==> config.mk <==
export PLATFORM = sky130hd
export DESIGN_NAME = lane_serializer
export DESIGN_NICKNAME = d
export VERILOG_FILES = /design/src/rtl/lane_serializer_pkg.sv /design/src/rtl/lane_serializer_piso8.sv /design/src/rtl/lane_serializer.sv
export SDC_FILE = /design/constraint.sdc
export NUM_CORES = 1
export LEC_CHECK = 0
export CAP_MARGIN = 10
export CELL_PAD_IN_SITES_DETAIL_PLACEMENT = 0
export CELL_PAD_IN_SITES_GLOBAL_PLACEMENT = 1
export CORE_MARGIN = 2
export CORE_UTILIZATION = 30
export CTS_BUF_LIST = sky130_fd_sc_hd__clkbuf_4
export DETAILED_ROUTE_END_ITERATION = 6
export HOLD_SLACK_MARGIN = 0.08
export PLACE_DENSITY = 0.65
export SYNTH_ARGS = -nofsm -noshare
export SYNTH_HDL_FRONTEND = slang
export SYNTH_SLANG_ARGS = --single-unit
==> constraint.sdc <==
create_clock -name clk_32f -period 4.3 [get_ports clk_32f]
set_input_delay 1.29 -clock clk_32f [delete_from_list [all_inputs] [get_ports clk_32f]]
set_output_delay 1.29 -clock clk_32f [all_outputs]
set_load 0.1 [all_outputs]
==> src/rtl/lane_serializer_pkg.sv <==
`default_nettype none
// ============================================================================
// Module   : lane_serializer_pkg
// Purpose  : Shared lane symbols and serializer FSM encodings, also used by the
//            receive-side aligner.
// Revision : 1.0 - initial release
// ============================================================================
package lane_serializer_pkg;

  localparam logic [7:0] C_COM_SYMBOL = 8'hBC;
  localparam logic [7:0] C_SKP_SYMBOL = 8'h1C;

  typedef enum logic {
    SYNC = 1'b0,
    DATA = 1'b1
  } state_t;

endpackage : lane_serializer_pkg
`default_nettype wire

==> src/rtl/lane_serializer_piso8.sv <==
`default_nettype none
// ============================================================================
// Module   : lane_serializer_piso8
// Purpose  : 8-bit parallel-load, MSB-first shift register with async
//            active-low reset.
// Revision : 1.0 - initial release
// ============================================================================
module lane_serializer_piso8 (
  input  logic       clk,
  input  logic       rst_n,
  input  logic       load,
  input  logic [7:0] d,
  output logic       q
);

  logic [7:0] r_shift;

  always_ff @(posedge clk or negedge rst_n) begin
    if (!rst_n) begin
      r_shift <= '0;
    end else if (load) begin
      r_shift <= d;
    end else begin
      r_shift <= {r_shift[6:0], 1'b0};
    end
  end

  assign q = r_shift[7];

endmodule : lane_serializer_piso8
`default_nettype wire

==> src/rtl/lane_serializer.sv <==
`default_nettype none
// ============================================================================
// Module   : lane_serializer
// Purpose  : Per-lane byte-to-bit serializer with COM training burst, COM idle
//            fill and optional SKP insertion (enabled by macro LANE_SKP_EN).
// Revision : 1.0 - initial release
// ============================================================================
module lane_serializer
  import lane_serializer_pkg::*;
#(
  parameter int unsigned SYNC_COUNT   = 4,
  parameter logic [7:0]  COM_SYMBOL   = C_COM_SYMBOL
`ifdef LANE_SKP_EN
  ,
  parameter logic [7:0]  SKP_SYMBOL   = C_SKP_SYMBOL,
  parameter int unsigned SKP_INTERVAL = 16
`endif
) (
  input  logic       clk_32f,
  input  logic       reset,
  input  logic [7:0] data_in,
  input  logic       valid_in,
  output logic       data_out,
  output logic       load_out,
  output logic       ready_out
);

  localparam int SC_W = $clog2(SYNC_COUNT + 1);

  logic [2:0]      r_bit_cnt;
  logic [SC_W-1:0] r_sync_cnt;
  state_t          r_state;
  logic            r_ready;
  logic            w_load;
  logic [7:0]      w_symbol;

  assign w_load = (r_bit_cnt == 3'd7);

  always_ff @(posedge clk_32f or negedge reset) begin
    if (!reset) begin
      r_bit_cnt <= '0;
    end else begin
      r_bit_cnt <= r_bit_cnt + 3'd1;
    end
  end

`ifdef LANE_SKP_EN
  localparam int IDLE_W = $clog2(SKP_INTERVAL);

  logic [IDLE_W-1:0] r_idle_cnt;
  logic              w_skp_due;

  assign w_skp_due = (r_idle_cnt == IDLE_W'(SKP_INTERVAL - 1));

  // Counts consecutive idle slots in DATA; a data slot or a SKP slot restarts it.
  always_ff @(posedge clk_32f or negedge reset) begin
    if (!reset) begin
      r_idle_cnt <= '0;
    end else if (w_load && (r_state == DATA)) begin
      if (valid_in || w_skp_due) begin
        r_idle_cnt <= '0;
      end else begin
        r_idle_cnt <= r_idle_cnt + 1'b1;
      end
    end
  end
`endif

  always_comb begin
    w_symbol = COM_SYMBOL;
    if (r_state == DATA) begin
      if (valid_in) begin
        w_symbol = data_in;
      end
`ifdef LANE_SKP_EN
      else if (w_skp_due) begin
        w_symbol = SKP_SYMBOL;
      end
`endif
    end
  end

  // Training FSM: the load that completes the COM burst also raises ready.
  always_ff @(posedge clk_32f or negedge reset) begin
    if (!reset) begin
      r_state    <= SYNC;
      r_sync_cnt <= '0;
      r_ready    <= 1'b0;
    end else if (w_load && (r_state == SYNC)) begin
      if (r_sync_cnt != SC_W'(SYNC_COUNT)) begin
        r_sync_cnt <= r_sync_cnt + 1'b1;
      end
      if (r_sync_cnt == SC_W'(SYNC_COUNT - 1)) begin
        r_state <= DATA;
        r_ready <= 1'b1;
      end
    end
  end

  lane_serializer_piso8 u_piso8 (
    .clk   (clk_32f),
    .rst_n (reset),
    .load  (w_load),
    .d     (w_symbol),
    .q     (data_out)
  );

  assign load_out  = w_load;
  assign ready_out = r_ready;

endmodule : lane_serializer
`default_nettype wire
==> out/results.ini <==
[sta]
hold_viol_final = 0
whs_ns = 0.423
min_period_ns = 3.11
setup_violations = 0
finalClockSkew_ns = 0.00205
fin_setup_tns_ns = 0
finalMaxSlewViolations = 0
slew_headroom_pct = 35.7
worst_pin_slew_ns = 0.961
fmax_ghz = 0.322
rsz0062_at_grt = no
finalCritPeriodShare_pct = 72.2

[clocking]
cts_sinks = 15
clock_latency_ns = 0.28
h-tree-depth = 1
post_cts_buffers = 0
cts.reportedPaths.clkPinSlew_ns = 0.09
cts.repair.resized = 0
root_buffer = clkbuf_4
hold_buffers = 0
cts_buffers = 3
cts_tree = done
cts_buffer_depth = 2

[critical_path]
crit_buf_inv = 1
rr_worst_depth = 5
worstSetupPathType = reg2out
required_ns = 3.01
r2r-end = r_sync_cnt[1]$_DFFE_PN0P_
cp_cell_sequence = clkdlybuf4s50_1
cp_max_fo = 4
cp-end-kind = primary output
regToRegStartpoint = r_bit_cnt[0]$_DFF_PN0_
path_delay_family = buffers and inverters
cp.arrival_ns = 1.82
reg2reg_slack_ns = 2.48
critical_path.max_stage_delay_ns = 1.14
cp-start-kind = flop
crit_slowest_cell = clkdlybuf4s50_1

[synthesis]
netlist-cell-type-count = 14
synthesis.area_um2 = 624
ys_warn_count = 0
synth_top_family_by_area = adder cells
synth-main-ff-cell = dfrtp_1
synth_top_area_share_pct = 60.1
yosys.area.top_type = dfrtp_1
syn_inst = 57
synth_compound_area_share_pct = 10.2
synth_common_cells = 15 x dfrtp_1, 11 x nor2_1, 6 x ha_1, 6 x inv_1, 5 x a21oi_1
synth_edf_count = 0
synth_xor_area_share_pct = 1.40
synthSimpleGateAreaFrac_pct = 10.0
yosysMostFrequentCell = dfrtp_1
synth_area_leaders = dfrtp_1 60%, ha_1 12%, nor2_1 6.6%
avgSynthCellArea_um2 = 11.0
synth.area.mux_share_pct = 1.80
synth_fp_nets = 74
synth_seq_cells = 15
ys_async_sr_fraction_pct = 100
seq_area_frac_synth_pct = 60.1
synthAdderAreaFrac_pct = 12.0

[route]
drc_errors = 0
wl_um = 986
via_per_inst = 4.22
wire_per_inst_um = 9.86
ant_nets = 0
drtIter0Drc = 4
vias = 422
drt_pass1_iterations = 2

[power_and_ir_drop]
ir_worst_vdd_v = 0.000162
p_per_area_nw_per_um2 = 311
p_leak_uw = 0.000392

[grt]
global_route.usage.met3_pct = 3.33
overflow = 0
antenna_found_initial = 0
gr-usage-met2_pct = 13.3
grtUsageMet1_pct = 11.4
grt_max_degree = 17
track_usage_pct = 9.14
grt_pass1_wl_mm = 1.68
grt.busiest_layer = met2
grt_pass1_vias = 410

[worst_hold_path]
whs_path_depth = 1
hold_end = r_bit_cnt[0]$_DFF_PN0_
worstHoldPathType = reg2reg
hp-start = r_bit_cnt[0]$_DFF_PN0_

[flow_run]
maxCapViolCount = 0

[floorplanning]
die_area_um2 = 2460
die-height_um = 49.6
core-area_um2 = 1960
initial_core_util_pct = 31.8
row_count = 16
die_x_um = 49.6
num_io_pins = 14

[cells_and_area]
drive_gt1_share_pct = 8.22
layout.nets = 91
antenna_cells = 0
fill_cells = 210
synthToLayoutAreaGrowth_pct = 29.9

[placed_design]
routabilityCongestion = 0.588
hpwl_um = 701
io_buffers = 13

[status]
status = finished, final reports clean

[logic make-up after synthesis]
family | Yosys count
mux | 1
buf+inv | 7
xor+xnor | 1
compound gates | 11
fa+ha+maj | 6
flops | 15
simple gates | 16
[sequential cells by signal, indices dropped and copies added, names as in the netlist]
register and flops:
r_sync_cnt 3, r_bit_cnt 3, u_piso8.r_shift 8, ready_out 1
[how the worst max path moves through the flow]
stage,cells past startpoint,slack [ns],start,endpoint
5_1_grt,1,1.14,ready_out$_DFFE_PN0P_,ready_out
3_5_place_dp,1,1.51,ready_out$_DFFE_PN0P_,ready_out
3_3_place_gp,1,1.52,ready_out$_DFFE_PN0P_,ready_out
4_1_cts,1,1.19,ready_out$_DFFE_PN0P_,ready_out
6_report,1,1.19,ready_out$_DFFE_PN0P_,ready_out
2_1_floorplan,2,1.72,r_bit_cnt[0]$_DFF_PN0_,load_out
[per-layer routing]
layer	up-vias	share of wire [%]
li1	215	-
met4	0	2.0
met3	4	7.7
met1	191	46
met5	-	0
met2	12	44
[cell type report]
| type | count | area, um2 | share of cell area (%) |
|---|---|---|---|
| Sequential cell | 15 | 375 | 46.3 |
| Tap cell | 27 | 33.8 | 4.17 |
| Inverter | 6 | 22.5 | 2.78 |
| Clock buffer | 4 | 30.0 | 3.70 |
| Multi-Input combinational cell | 35 | 221 | 27.3 |
| Timing Repair Buffer | 13 | 128 | 15.7 |
[where the power goes]
part / internal [uW] / switching [uW]
Combinational: 10.6 / 10.4
Clock: 42.3 / 43.9
Sequential: 144 / 0.788
Total: 197 / 55.1
[cell usage in the layout (no fill, tap or decap), drive strengths merged]
master          n
mux2            1
nand2           4
buf             1
xnor2           1
inv             6
o21ai           2
nand2b          1
dfrtp          15
clkdlybuf4s50  12
clkbuf          4
nor2           11
ha              6
a21o            1
o22ai           2
a21oi           6
[metrics by stage]
stage	utilization [%]	cell area, um2	power (uW)	std cells	setup WS, ns
detailed placement	39.8	781	169	96	1.51
global placement	39.8	781	169	96	1.52
finish	41.3	811	252	100	1.19
CTS	41.3	811	257	100	1.19
global route	41.3	811	265	100	1.14
floorplan	-	624	155	57	1.72
No activity file was read; power rests on OpenSTA's default activity.
